File: config.mk
export PLATFORM = sky130hd
export DESIGN_NAME = tl_lamp_monitor_flat
export DESIGN_NICKNAME = d
export VERILOG_FILES = /design/src/rtl/tl_mon_pkg.sv /design/src/rtl/tl_lamp_monitor_if.sv /design/src/rtl/tl_lamp_tracker.sv /design/src/rtl/tl_lamp_monitor.sv /design/src/flat_wrapper.sv
export SDC_FILE = /design/constraint.sdc
export NUM_CORES = 1
export LEC_CHECK = 0
export ABC_AREA = 0
export BUFFER_PORTS_ARGS = -buffer_cell sky130_fd_sc_hd__buf_2
export CORE_MARGIN = 2
export CORE_UTILIZATION = 40
export DETAILED_ROUTE_END_ITERATION = 7
export SLEW_MARGIN = 20
export SYNTH_ARGS = -nofsm -noshare
export SYNTH_HDL_FRONTEND = slang
export SYNTH_SLANG_ARGS = --single-unit
File: constraint.sdc
create_clock -name clock -period 2.76 [get_ports clock]
set_clock_uncertainty 0.1 [all_clocks]
set_input_delay 0.552 -clock clock [delete_from_list [all_inputs] [get_ports clock]]
set_output_delay 0.552 -clock clock [all_outputs]
set_load 0.05 [all_outputs]
File: src/rtl/tl_mon_pkg.sv
// Shared types and constants for the traffic-light lamp monitor.
// STUCK_MAX is only consumed when TL_STUCK_WDOG_EN is defined.
package tl_mon_pkg;

  typedef enum logic [1:0] {
    UNK = 2'd0,
    GRN = 2'd1,
    YEL = 2'd2,
    RED = 2'd3
  } lamp_st_e;

  typedef enum logic [1:0] {
    RUN   = 2'd0,
    FAULT = 2'd1,
    ARM   = 2'd2
  } top_st_e;

  localparam logic [2:0] FC_NONE     = 3'd0;
  localparam logic [2:0] FC_CONFLICT = 3'd1;
  localparam logic [2:0] FC_ENC      = 3'd2;
  localparam logic [2:0] FC_TRANS    = 3'd3;
  localparam logic [2:0] FC_SHORT    = 3'd4;
  localparam logic [2:0] FC_STUCK    = 3'd5;

  localparam logic [2:0] LAMP_R = 3'b100;
  localparam logic [2:0] LAMP_Y = 3'b010;
  localparam logic [2:0] LAMP_G = 3'b001;

  localparam logic [7:0] MIN_YEL   = 8'd2;
  localparam logic [7:0] STUCK_MAX = 8'd200;
  localparam logic [7:0] FLASH_DIV = 8'd4;

  // Anything that is not exactly one lamp decodes to UNK.
  function automatic lamp_st_e lamp_decode(input logic [2:0] lamp);
    case (lamp)
      LAMP_G:  lamp_decode = GRN;
      LAMP_Y:  lamp_decode = YEL;
      LAMP_R:  lamp_decode = RED;
      default: lamp_decode = UNK;
    endcase
  endfunction

endpackage

File: src/rtl/tl_lamp_monitor_if.sv
// Lamp monitor bus: sequencer lamps and operator ack in, lamp drive and fault status out.
interface tl_lamp_monitor_if;
  logic [2:0] lamp_a;
  logic [2:0] lamp_b;
  logic       ack;
  logic [2:0] drv_a;
  logic [2:0] drv_b;
  logic       fault;
  logic [2:0] fault_code;

  modport master (
    output lamp_a, lamp_b, ack,
    input  drv_a, drv_b, fault, fault_code
  );

  modport slave (
    input  lamp_a, lamp_b, ack,
    output drv_a, drv_b, fault, fault_code
  );
endinterface

File: src/rtl/tl_lamp_tracker.sv
// Per-approach lamp decode, sequence tracker, yellow-length and stuck checks.
// The stuck watchdog is built only when TL_STUCK_WDOG_EN is defined.
module tl_lamp_tracker
  import tl_mon_pkg::*;
(
  input  logic       clock,
  input  logic       pg0,
  input  logic       clr_i,
  input  logic       en_i,
  input  logic [2:0] lamp_i,
  output logic       go_o,
  output logic       err_enc_o,
  output logic       err_trans_o,
  output logic       err_short_o,
  output logic       err_stuck_o
);

  lamp_st_e   st_q, st_d, dec_s;
  logic [7:0] ycnt_q, ycnt_d;

  always_comb begin
    dec_s       = lamp_decode(lamp_i);
    go_o        = en_i && ((dec_s == GRN) || (dec_s == YEL));
    err_enc_o   = en_i && (dec_s == UNK);
    err_trans_o = en_i && (((st_q == GRN) && (dec_s == RED)) ||
                           ((st_q == YEL) && (dec_s == GRN)) ||
                           ((st_q == RED) && (dec_s == YEL)));
    err_short_o = en_i && (st_q == YEL) && (dec_s == RED) && (ycnt_q < MIN_YEL);
    st_d   = st_q;
    ycnt_d = ycnt_q;
    if (clr_i) begin
      st_d   = UNK;
      ycnt_d = 8'd0;
    end else if (en_i) begin
      // A bad encoding lands in UNK so the next legal sample restarts checking.
      st_d = dec_s;
      if (dec_s != YEL) begin
        ycnt_d = 8'd0;
      end else if (st_q != YEL) begin
        ycnt_d = 8'd1;
      end else if (ycnt_q < MIN_YEL) begin
        ycnt_d = ycnt_q + 8'd1;
      end else begin
        ycnt_d = ycnt_q;
      end
    end else begin
      st_d   = st_q;
      ycnt_d = ycnt_q;
    end
  end

  always_ff @(posedge clock) begin
    if (pg0) begin
      st_q   <= UNK;
      ycnt_q <= 8'd0;
    end else begin
      st_q   <= st_d;
      ycnt_q <= ycnt_d;
    end
  end

`ifdef TL_STUCK_WDOG_EN
  logic [7:0] stk_q, stk_d;

  always_comb begin
    stk_d = stk_q;
    if (clr_i) begin
      stk_d = 8'd0;
    end else if (!en_i) begin
      stk_d = stk_q;
    end else if (st_d != st_q) begin
      stk_d = 8'd0;
    end else if (stk_q != 8'hFF) begin
      stk_d = stk_q + 8'd1;
    end else begin
      stk_d = stk_q;
    end
  end

  assign err_stuck_o = en_i && !clr_i && (stk_d >= STUCK_MAX);

  always_ff @(posedge clock) begin
    if (pg0) begin
      stk_q <= 8'd0;
    end else begin
      stk_q <= stk_d;
    end
  end
`else
  assign err_stuck_o = 1'b0;
`endif

endmodule

File: src/rtl/tl_lamp_monitor.sv
// Lamp monitor top: input register stage, conflict/priority checks and the RUN/FAULT/ARM FSM.
// Stuck-lamp faults (code 5) exist only when TL_STUCK_WDOG_EN is defined.
module tl_lamp_monitor
  import tl_mon_pkg::*;
(
  input logic              clock,
  input logic              pg0,
  tl_lamp_monitor_if.slave bus
);

  logic [2:0] s1_a_q, s1_b_q;
  logic       s1_vld_q;
  top_st_e    st_q;
  logic [2:0] drv_a_q, drv_b_q, code_q;
  logic       fault_q, flash_q;
  logic [7:0] fcnt_q;

  logic       clr_s, go_a_s, go_b_s;
  logic       enc_a_s, enc_b_s, trans_a_s, trans_b_s;
  logic       short_a_s, short_b_s, stuck_a_s, stuck_b_s;
  logic       conflict_s, enc_s, flash_nxt_s;
  logic [2:0] det_code_s;
  logic [7:0] fcnt_nxt_s;

  // Stage 1; valid stays low for the first sample after reset so a stale value is never checked.
  always_ff @(posedge clock) begin
    if (pg0) begin
      s1_a_q   <= LAMP_R;
      s1_b_q   <= LAMP_R;
      s1_vld_q <= 1'b0;
    end else begin
      s1_a_q   <= bus.lamp_a;
      s1_b_q   <= bus.lamp_b;
      s1_vld_q <= 1'b1;
    end
  end

  assign clr_s = (st_q != RUN);

  tl_lamp_tracker u_trk_a (
    .clock(clock), .pg0(pg0), .clr_i(clr_s), .en_i(s1_vld_q), .lamp_i(s1_a_q),
    .go_o(go_a_s), .err_enc_o(enc_a_s), .err_trans_o(trans_a_s),
    .err_short_o(short_a_s), .err_stuck_o(stuck_a_s)
  );

  tl_lamp_tracker u_trk_b (
    .clock(clock), .pg0(pg0), .clr_i(clr_s), .en_i(s1_vld_q), .lamp_i(s1_b_q),
    .go_o(go_b_s), .err_enc_o(enc_b_s), .err_trans_o(trans_b_s),
    .err_short_o(short_b_s), .err_stuck_o(stuck_b_s)
  );

  always_comb begin
    conflict_s = go_a_s && go_b_s;
    enc_s      = enc_a_s || enc_b_s;
    if (conflict_s) begin
      det_code_s = FC_CONFLICT;
    end else if (enc_s) begin
      det_code_s = FC_ENC;
    end else if (trans_a_s || trans_b_s) begin
      det_code_s = FC_TRANS;
    end else if (short_a_s || short_b_s) begin
      det_code_s = FC_SHORT;
    end else if (stuck_a_s || stuck_b_s) begin
      det_code_s = FC_STUCK;
    end else begin
      det_code_s = FC_NONE;
    end
    if (fcnt_q == (FLASH_DIV - 8'd1)) begin
      fcnt_nxt_s  = 8'd0;
      flash_nxt_s = ~flash_q;
    end else begin
      fcnt_nxt_s  = fcnt_q + 8'd1;
      flash_nxt_s = flash_q;
    end
  end

  // Top FSM; every output is registered here.
  always_ff @(posedge clock) begin
    if (pg0) begin
      st_q    <= RUN;
      drv_a_q <= LAMP_R;
      drv_b_q <= LAMP_R;
      fault_q <= 1'b0;
      code_q  <= FC_NONE;
      flash_q <= 1'b1;
      fcnt_q  <= 8'd0;
    end else begin
      case (st_q)
        RUN: begin
          if (!s1_vld_q) begin
            drv_a_q <= LAMP_R;
            drv_b_q <= LAMP_R;
          end else if (det_code_s != FC_NONE) begin
            st_q    <= FAULT;
            fault_q <= 1'b1;
            code_q  <= det_code_s;
            drv_a_q <= LAMP_R;
            drv_b_q <= LAMP_R;
            flash_q <= 1'b1;
            fcnt_q  <= 8'd0;
          end else begin
            drv_a_q <= s1_a_q;
            drv_b_q <= s1_b_q;
          end
        end
        FAULT: begin
          if (bus.ack && !conflict_s && !enc_s) begin
            st_q    <= ARM;
            drv_a_q <= LAMP_R;
            drv_b_q <= LAMP_R;
          end else begin
            flash_q <= flash_nxt_s;
            fcnt_q  <= fcnt_nxt_s;
            drv_a_q <= {flash_nxt_s, 2'b00};
            drv_b_q <= {flash_nxt_s, 2'b00};
          end
        end
        ARM: begin
          // The sample seen during ARM is discarded; lamps stay solid red one more cycle.
          st_q    <= RUN;
          fault_q <= 1'b0;
          code_q  <= FC_NONE;
          drv_a_q <= LAMP_R;
          drv_b_q <= LAMP_R;
        end
        default: begin
          st_q    <= RUN;
          fault_q <= 1'b0;
          code_q  <= FC_NONE;
          drv_a_q <= LAMP_R;
          drv_b_q <= LAMP_R;
        end
      endcase
    end
  end

  assign bus.drv_a      = drv_a_q;
  assign bus.drv_b      = drv_b_q;
  assign bus.fault      = fault_q;
  assign bus.fault_code = code_q;

endmodule

File: src/flat_wrapper.sv
// flat-port wrapper written by rule: the top's interface ports become plain ports
module tl_lamp_monitor_flat import tl_mon_pkg::*;
  (clock, pg0, bus_lamp_a, bus_lamp_b, bus_ack, bus_drv_a, bus_drv_b, bus_fault, bus_fault_code);
  tl_lamp_monitor_if bus_i ();
  input logic clock;
  input logic pg0;
  input wire logic [$bits(bus_i.lamp_a)-1:0] bus_lamp_a;
  input wire logic [$bits(bus_i.lamp_b)-1:0] bus_lamp_b;
  input wire logic [$bits(bus_i.ack)-1:0] bus_ack;
  output wire logic [$bits(bus_i.drv_a)-1:0] bus_drv_a;
  output wire logic [$bits(bus_i.drv_b)-1:0] bus_drv_b;
  output wire logic [$bits(bus_i.fault)-1:0] bus_fault;
  output wire logic [$bits(bus_i.fault_code)-1:0] bus_fault_code;
  assign bus_i.lamp_a = bus_lamp_a;
  assign bus_i.lamp_b = bus_lamp_b;
  assign bus_i.ack = bus_ack;
  assign bus_drv_a = bus_i.drv_a;
  assign bus_drv_b = bus_i.drv_b;
  assign bus_fault = bus_i.fault;
  assign bus_fault_code = bus_i.fault_code;
  tl_lamp_monitor u_core (.clock(clock), .pg0(pg0), .bus(bus_i));
endmodule
Word level (Yosys, flattened, before mapping)
Cells that the tools add are included.
- $add $sub $neg: 3
- magnitude comparators: 2
- eq/ne operators: 28
- multiplexer cells: 38
- bitwise gates (word level): 2
- reductions and logical operators: 46
- operators by type and width (operator ; number):
    8-bit 2-to-1 mux ; 10
    3-bit 2-to-1 mux ; 11
    8-bit by 1-bit adder with 8-bit output, second input constant ; 3
    1-bit logical AND ; 21
    3-bit case mux with 2 select lines ; 3
    2-bit == test, second input constant ; 8
    8-bit by 2-bit less-than comparator with 1-bit output, second input constant ; 2
    8-bit case mux with 2 select lines ; 1
    2-bit case mux with 3 select lines ; 2
    2-bit by 1-bit == test with 1-bit output, second input constant ; 5
    2-bit inequality test, second input constant ; 5
    1-bit logical OR ; 9
    3-bit nonzero test ; 3
    8-bit by 2-bit == test with 1-bit output, second input constant ; 1
    3-bit by 1-bit == test with 1-bit output, second input constant ; 2
    3-bit by 2-bit == test with 1-bit output, second input constant ; 2
    3-bit == test, second input constant ; 2
    2-bit zero test ; 3
    2-bit 2-to-1 mux ; 3
    2-bit by 1-bit inequality test with 1-bit output, second input constant ; 3
    3-bit AND reduction ; 2
    1-bit 2-to-1 mux ; 5
    1-bit case mux with 2 select lines ; 2
    2-bit case mux with 2 select lines ; 1
    6 further kinds ; 10
- register bits: 48
- bits of input ports: 9
- output and inout port bits: 10
- word-level logic and storage cells: 133

Depth between registers and ports, before layout
Gate-level depths: netlist (run 1).
- word-level depth: 15
- gate-level depth with buffers: 10
- depth with buffers taken out: 10

Cells and area by module
Synthesis (run 1) repeated with hierarchy kept, for this count alone.
- cells, all modules: 246
- area total of the unflattened synthesis: 2326.0 sq um
- by module, submodules not included (module ; times used ; cells an instance ; area each (sq um) ; seq. area each (sq um)):
    tl_lamp_monitor ; 1 ; 124 ; 1163.6 ; 560.5
    tl_lamp_tracker (u_core.u_trk_a) ; 1 ; 59 ; 589.3 ; 200.2
    tl_lamp_tracker (u_core.u_trk_b) ; 1 ; 63 ; 573.0 ; 200.2

Worst setup path after synthesis (run 1)
OpenSTA, ideal clock, no wires.
- path type: reg-to-reg
- start point: register u_core.s1_b_q[2]
- end point: register u_core.fcnt_q[2]
- library setup time: 70 ps
- data arrival time: 2469 ps
- data required time: 2590 ps
- slack: 120 ps
- cell stages (with the launch flop): 11
- buffers on the path: 0
- period minus slack after synthesis: 2640 ps
- cells stage by stage: dfxtp_1 xnor2_1 nor2_1 inv_1 ha_1 a211o_1 a21oi_1 a31oi_4 or2_4 a221o_1 a21oi_1
- word-level cells in the longest chain between the ends: 14
- elaborated cells between the ends (all ways): 35
- those cells by class: eq/ne: 8; mux: 5; reduce/logical: 22
- ends and longest elaborated chain (element ; line ; RTL):
    from (decl) ; tl_lamp_monitor.sv:11 ; logic [2:0] s1_a_q, s1_b_q;
    from (signal assigned) ; tl_lamp_monitor.sv:33 ; s1_b_q <= bus.lamp_b;
    3-bit == test (tied with other cells) ; tl_mon_pkg.sv:35 ; case (lamp)
    2-bit case mux with 3 select lines (*) ; tl_mon_pkg.sv:35 ;
    via u_core.u_trk_b.dec_s[0] ; tl_lamp_tracker.sv:18 ; lamp_st_e st_q, st_d, dec_s;
    2-bit == test / 2-bit by 1-bit == test with 1-bit output (equally long branches) ; n/a ;
    1-bit logical AND (on tied branches) ; tl_lamp_tracker.sv:25, tl_lamp_tracker.sv:26 ;
    1-bit logical OR ; tl_lamp_tracker.sv:25 ; err_trans_o = en_i && (((st_q == GRN) && (dec_s == RED)) ||
    1-bit logical OR ; tl_lamp_tracker.sv:26 ; ((st_q == YEL) && (dec_s == GRN)) ||
    1-bit logical AND ; tl_lamp_tracker.sv:25 ;
    1-bit logical OR ; tl_lamp_monitor.sv:59 ; end else if (trans_a_s || trans_b_s) begin
    3-bit 2-to-1 mux ; tl_lamp_monitor.sv:59 ;
    3-bit 2-to-1 mux ; tl_lamp_monitor.sv:57 ; end else if (enc_s) begin
    3-bit 2-to-1 mux ; tl_lamp_monitor.sv:55 ; if (conflict_s) begin
    3-bit nonzero test ; tl_lamp_monitor.sv:93 ; end else if (det_code_s != FC_NONE) begin
    2-bit by 1-bit inequality test with 1-bit output (no line) ; n/a ;
    4-bit AND reduction (no line) (*) ; n/a ;
    to (signal assigned) ; tl_lamp_monitor.sv:113 ; fcnt_q <= fcnt_nxt_s;
    to (decl) ; tl_lamp_monitor.sv:16 ; logic [7:0] fcnt_q;
The timed path passes the listed nets; every way through them passes the cells marked *.
A chain may end at the register's enable or synchronous reset.

Worst setup path after layout (run 1)
- start point: register u_core.s1_a_q[0]
- end point: register u_core.fcnt_q[5]
- word-level cells in the longest chain between the ends: 14
- elaborated cells between the ends (all ways): 35
- those cells by class: eq/ne: 8; mux: 5; reduce/logical: 22
- ends and longest elaborated chain (element ; line ; RTL):
    from (decl) ; tl_lamp_monitor.sv:11 ;
    from (signal assigned) ; tl_lamp_monitor.sv:32 ; s1_a_q <= bus.lamp_a;
    3-bit == test (tied with other cells) ; tl_mon_pkg.sv:35 ;
    2-bit case mux with 3 select lines (*) ; tl_mon_pkg.sv:35 ;
    via u_core.u_trk_a.dec_s[0] ; tl_lamp_tracker.sv:18 ;
    2-bit == test / 2-bit by 1-bit == test with 1-bit output (equally long branches) ; n/a ;
    1-bit logical AND (on tied branches) ; tl_lamp_tracker.sv:25, tl_lamp_tracker.sv:26 ;
    1-bit logical OR ; tl_lamp_tracker.sv:25 ;
    1-bit logical OR ; tl_lamp_tracker.sv:26 ;
    1-bit logical AND ; tl_lamp_tracker.sv:25 ;
    1-bit logical OR ; tl_lamp_monitor.sv:59 ;
    3-bit 2-to-1 mux ; tl_lamp_monitor.sv:59 ;
    3-bit 2-to-1 mux ; tl_lamp_monitor.sv:57 ;
    3-bit 2-to-1 mux ; tl_lamp_monitor.sv:55 ;
    3-bit nonzero test ; tl_lamp_monitor.sv:93 ;
    2-bit by 1-bit inequality test with 1-bit output (no line) ; n/a ;
    4-bit AND reduction (no line) (*) ; n/a ;
Marks and branches as above.

==> results.json, run 1 <==
{
  "rows": 26,
  "design_area_um2": 2610,
  "yosys_most_used_dff": "dfxtp_1",
  "setup_viol_count_final": 0,
  "ys_ff_latch": 48,
  "dr.pass1.iters": 4,
  "crit_path_end_kind": "register",
  "status": "complete, no violations",
  "clock_latency_ns": 0.30,
  "fin_crit_sh_pct": 95.5,
  "synth_top_area_share_pct": 44.3,
  "drt_iter0_drc": 65,
  "post-cts-setup-buffer-count": 0,
  "synth_area_um2": 2170,
  "slowest_delay_ns": 0.46,
  "synth_nets": 262,
  "portBuffers": 18,
  "grt_pass1_wl_mm": 7.56,
  "leakage_nw": 1.09,
  "track_usage_pct": 15.7,
  "crit_chain": "xnor2_1, nor2_2, inv_1, ha_1, a211o_1, buf_4, a21boi_0, nor3_1, a221o_2, a21oi_1",
  "avgSynthCellArea_um2": 8.97,
  "wl_per_cell_um": 12.5,
  "finalSetupTns_ns": 0,
  "drive_gt1_share_pct": 25.0,
  "vias": 1733,
  "vdd_drop_max_mv": 0.375,
  "nets": 299,
  "synth_commonest_cells": "dfxtp_1 (48), nor2_1 (30), nand2_1 (23)",
  "seq_area_frac_synth_pct": 44.3,
  "hp-class": "input pin to register",
  "wl_mm": 4.39,
  "synthXorXnorAreaFrac_pct": 3.23,
  "cts.sinks": 48,
  "hpwl_mm": 3.20,
  "required_ns": 2.89,
  "drv_cap": 0,
  "period_needed_ns": 2.63,
  "synth_compound_area_share_pct": 16.7,
  "worstPathArrival_ns": 2.77,
  "cp_max_fo": 8,
  "crit_path_start_kind": "register",
  "grt_pass1_vias": 1668,
  "synthAdderAreaFrac_pct": 6.34,
  "drc": 0,
  "ioPinCount": 19,
  "drt.antenna.violating_nets": 0,
  "final.setup.worst_slack_ns": 0.125,
  "cp_top_family": "compound AO/OA/AOI/OAI gates",
  "synth.area.mux_share_pct": 1.67,
  "numCtsBuffers": 5,
  "area_growth_pct": 20.2,
  "fillers": 489,
  "dieWidth_um": 77.6,
  "fmax_mhz": 380,
  "dieHeight_um": 77.6,
  "cp_num_buf_inv": 2,
  "yosysWarnings": 0,
  "synth_top_family_by_area": "simple AND/OR/NAND/NOR gates",
  "yosysMostFrequentCell": "dfxtp_1",
  "clock_path_buffers": 2,
  "grt-ovfl-total": 0,
  "drv_slew": 0,
  "synth-async-reset-ratio_pct": 0,
  "ctsRootBufferMaster": "clkbuf_8",
  "worst_slew_pin_slew_ns": 0.549,
  "syn_inst": 242,
  "max_slew_margin_pct": 63.4,
  "vias_per_cell": 4.95,
  "hold_violations": 0,
  "cts_tree": "done",
  "rsz0062_at_grt": "yes",
  "slowest_stage": "a221o_2",
  "worstSetupPathType": "register to register",
  "grt_start_max_net_pins": 18,
  "dp_cells": 342,
  "htreeDepth": 2,
  "yosys.area.top_type": "dfxtp_1",
  "gp_congestion": 0.798,
  "dp_slack_ns": -0.0521,
  "antenna_found_initial": 0,
  "antenna_cells": 0,
  "stdcell_count": 350,
  "fp.dieArea_um2": 6030,
  "powerDensity_nw_per_um2": 587,
  "synth_area_leaders": "dfxtp_1 (44%), ha_1 (6.3%), nor2_1 (5.2%), and2_1 (4.0%), nand2_1 (4.0%)",
  "synth_edf_count": 0,
  "yosys.area_share.simple_pct": 25.1,
  "coreArea_um2": 5170,
  "yosysUniqueCellTypes": 42,
  "clkTransAtPathRegs_ns": 0.09,
  "place_area_um2": 2460,
  "start_util_pct": 41.9
}
==> worst register-to-register path, cell delays in order, from the launching register on <==
cell,delay (ns)
dfxtp_1,0.34
xnor2_1,0.14
nor2_2,0.14
inv_1,0.10
ha_1,0.34
a211o_1,0.30
buf_4,0.15
a21boi_0,0.26
nor3_1,0.12
a221o_2,0.46
a21oi_1,0.14
==> path summary, 6_finish.rpt <==
kind                                        from          endpoint  slack (ns)  depth (start not counted)
worst min register to register  u_core.bus.fault  u_core.bus.fault        0.36                          2
worst max register to register  u_core.s1_a_q[0]  u_core.fcnt_q[5]        0.13                         10
worst min-delay path               bus_lamp_b[2]  u_core.s1_b_q[2]        0.33                          2
worst max-delay path            u_core.s1_a_q[0]  u_core.fcnt_q[5]        0.13                         10
==> cell usage in the layout, fill, tap and decap left out, drive strengths merged, types with 5 or more instances in the layout <==
cell type,synthesis,layout
nor3,12,12
and2,14,14
nand2,23,23
a21oi,15,15
o31ai,6,6
dfxtp,48,48
nor2,30,30
nor2b,11,11
buf,1,37
clkbuf,6,7
inv,8,8
o21ai,7,7
xnor2,5,5
ha,11,11
==> repair_timing <==
action	CTS	global route
hold buffers	0	0
pin swaps	1	6
resized for setup	3	17
setup endpoints to repair	8	14
==> sequential cells by signal, indices dropped and copies added, names as in the netlist <==
register and cells:
u_core.s1_b_q 3, u_core.bus.drv_a 3, u_core.fcnt_q 8, u_core.st_q 2, u_core.s1_vld_q 1, u_core.bus.fault_code 3, u_core.u_trk_b.st_q 2, u_core.s1_a_q 3
u_core.u_trk_a.st_q 2, u_core.bus.fault 1, u_core.u_trk_b.ycnt_q 8, u_core.flash_q 1, u_core.u_trk_a.ycnt_q 8, u_core.bus.drv_b 3
==> through the flow <==
step	util, %	hold slack [ns]	total power [mW]
2_1_floorplan	-	0.330	0.987
3_5_place_dp	47.6	0.345	1.10
3_3_place_gp	47.6	0.343	1.10
5_1_grt	50.4	0.326	1.62
4_1_cts	49.6	0.321	1.53
6_report	50.4	0.330	1.53
==> per-layer routing <==
metal,GRT usage [%],vias up,share of wire [%]
li1,-,916,-
met1,21.2,783,51
met2,24.1,30,44
met3,3.84,4,3.8
met4,5.89,0,1.1
met5,0,-,0
==> power by group <==
group	leakage (nW)	internal [mW]	switching [mW]
clock network	0.0445	0.204	0.228
registers	0.391	0.727	0.0353
logic	0.657	0.142	0.194
total	1.09	1.07	0.457
==> area by class of cell <==
cell class | count | area, um^2 | area share (%)
Clock inverter | 1 | 7.51 | 0.288
Multi-Input combinational cell | 179 | 1200 | 45.9
Tap cell | 70 | 87.6 | 3.36
Clock buffer | 7 | 86.3 | 3.31
Timing Repair Buffer | 37 | 233 | 8.92
Sequential cell | 48 | 966 | 37.0
Inverter | 8 | 30.0 | 1.15
==> cell families (layout without fill, tap and decap cells) <==
| group | count (synthesis) | in the layout |
|---|---|---|
| compound gates | 47 | 47 |
| simple gates | 110 | 110 |
| fa+ha+maj | 11 | 11 |
| flops | 48 | 48 |
| mux | 3 | 3 |
| buf+inv | 15 | 53 |
| xor+xnor | 8 | 8 |
(Power assumes the default switching activity.)
==> inputs of run 2 (changes only) <==
- clock period: 2.76 -> 3.16 ns (I/O delays scaled with it)
==> results.json, run 2 (synthesized netlist as in run 1, its figures left out) <==
{
  "dieHeight_um": 77.6,
  "ioPinCount": 19,
  "antenna_found_initial": 0,
  "vias": 1643,
  "final_common_cell": "dfxtp_1",
  "power.total_mw": 1.26,
  "clkPwrFrac_pct": 27.4,
  "clock_path_buffers": 2,
  "start_util_pct": 41.9,
  "cp_num_buf_inv": 1,
  "stdcell_count": 334,
  "track_usage_pct": 15.3,
  "drv_slew": 0,
  "sw_frac_of_total_pct": 30.3,
  "slowest_delay_ns": 0.46,
  "fillers": 498,
  "status": "complete, no violations",
  "rsz0062_at_grt": "no",
  "crit_path_end_kind": "register",
  "vdd_drop_max_mv": 0.265,
  "antenna_cells": 0,
  "worst_slew_pin_slew_ns": 0.545,
  "grt-ovfl-total": 0,
  "crit_chain": "xnor2_1, nor2_1, inv_1, ha_1, a211o_1, a21oi_1, a31oi_4, or2_4, a221o_1, a21oi_1",
  "hpwl_mm": 3.06,
  "slowest_stage": "a221o_1",
  "comb_power_share_pct": 19.8,
  "rows": 26,
  "clock_latency_ns": 0.30,
  "crit_top_cell": "a21oi_1",
  "cts_tree": "done",
  "leakage_nw": 1.01,
  "dr.pass1.iters": 4,
  "p_int_mw": 0.876,
  "post_cts_resized": 0,
  "fmax_mhz": 342,
  "setup_viol_count_final": 0,
  "portBuffers": 18,
  "cp_max_fo": 8,
  "dp_slack_ns": 0.239,
  "drv_cap": 0,
  "fin_crit_sh_pct": 92.6,
  "vias_per_cell": 4.92,
  "required_ns": 3.30,
  "drt.antenna.violating_nets": 0,
  "drive_gt1_share_pct": 14.0,
  "post-route-util_pct": 46.9,
  "post-cts-setup-buffer-count": 0,
  "nets": 284,
  "worstPathArrival_ns": 3.06,
  "rrSetupSlack_ns": 0.23,
  "drt_iter0_drc": 36,
  "period_needed_ns": 2.93,
  "grt_start_max_net_pins": 18,
  "p_seq_share_pct": 52.8,
  "grt_pass1_vias": 1634,
  "powerDensity_nw_per_um2": 518,
  "cts.sinks": 48,
  "dieWidth_um": 77.6,
  "clkTransAtPathRegs_ns": 0.08,
  "grt_pass1_wl_mm": 7.43,
  "htreeDepth": 2,
  "holdWs_ns": 0.361,
  "wl_per_cell_um": 12.5,
  "ctsRootBufferMaster": "clkbuf_8",
  "drc": 0,
  "design_area_um2": 2430,
  "place_area_um2": 2350,
  "final.setup.worst_slack_ns": 0.234,
  "hold_violations": 0,
  "max_slew_margin_pct": 63.6,
  "numCtsBuffers": 5,
  "crit_path_start_kind": "register",
  "multi_input_area_um2": 1150,
  "dp_cells": 327,
  "coreArea_um2": 5170,
  "final_cell_mix": "dfxtp_1 (48), nor2_1 (30), nand2_1 (23)",
  "p_sw_mw": 0.381,
  "wl_mm": 4.19,
  "fp.dieArea_um2": 6030,
  "worstSetupPathType": "register to register",
  "hp-class": "register to register",
  "hold_buffers": 0,
  "area_growth_pct": 11.9,
  "finalSetupTns_ns": 0,
  "register_area_um2": 961,
  "reg.largest.list": "u_core.fcnt_q: 8 flops, u_core.u_trk_a.ycnt_q: 8 flops, u_core.u_trk_b.ycnt_q: 8 flops",
  "gp_congestion": 0.833,
  "cp_top_family": "compound AO/OA/AOI/OAI gates"
}
-- run 2: worst paths after layout --
| kind | endpoint | cells past startpoint | start |
|---|---|---|---|
| max reg2reg | u_core.fcnt_q[2] | 10 | u_core.s1_b_q[2] |
| min | u_core.u_trk_b.ycnt_q[4] | 1 | u_core.u_trk_b.ycnt_q[4] |
| min reg2reg | u_core.u_trk_b.ycnt_q[4] | 1 | u_core.u_trk_b.ycnt_q[4] |
| max | u_core.fcnt_q[2] | 10 | u_core.s1_b_q[2] |
-- run 2: area by class of cell --
type | instances | area share (%)
inverter | 8 | 1.24
multi-input combinational | 179 | 47.4
sequential | 48 | 39.6
clock inverter | 1 | 0.206
clock buffer | 6 | 2.99
timing repair buffer | 22 | 4.95
tap | 70 | 3.61
-- run 2: power groups by stage --
stage / logic (mW) / clock network, mW / registers, mW
detailed placement: 0.247 / 0 / 0.678
CTS: 0.248 / 0.354 / 0.664
finish: 0.249 / 0.344 / 0.664
global placement: 0.246 / 0 / 0.678
floorplan: 0.161 / 0 / 0.702
global route: 0.277 / 0.373 / 0.669
-- run 2: layer usage --
metal	up-vias	GRT usage (%)	share of wire, %
met1	724	21.4	52
met3	7	2.91	3.0
met2	29	23.2	43
li1	883	-	-
met4	0	5.89	2.0
met5	-	0	0
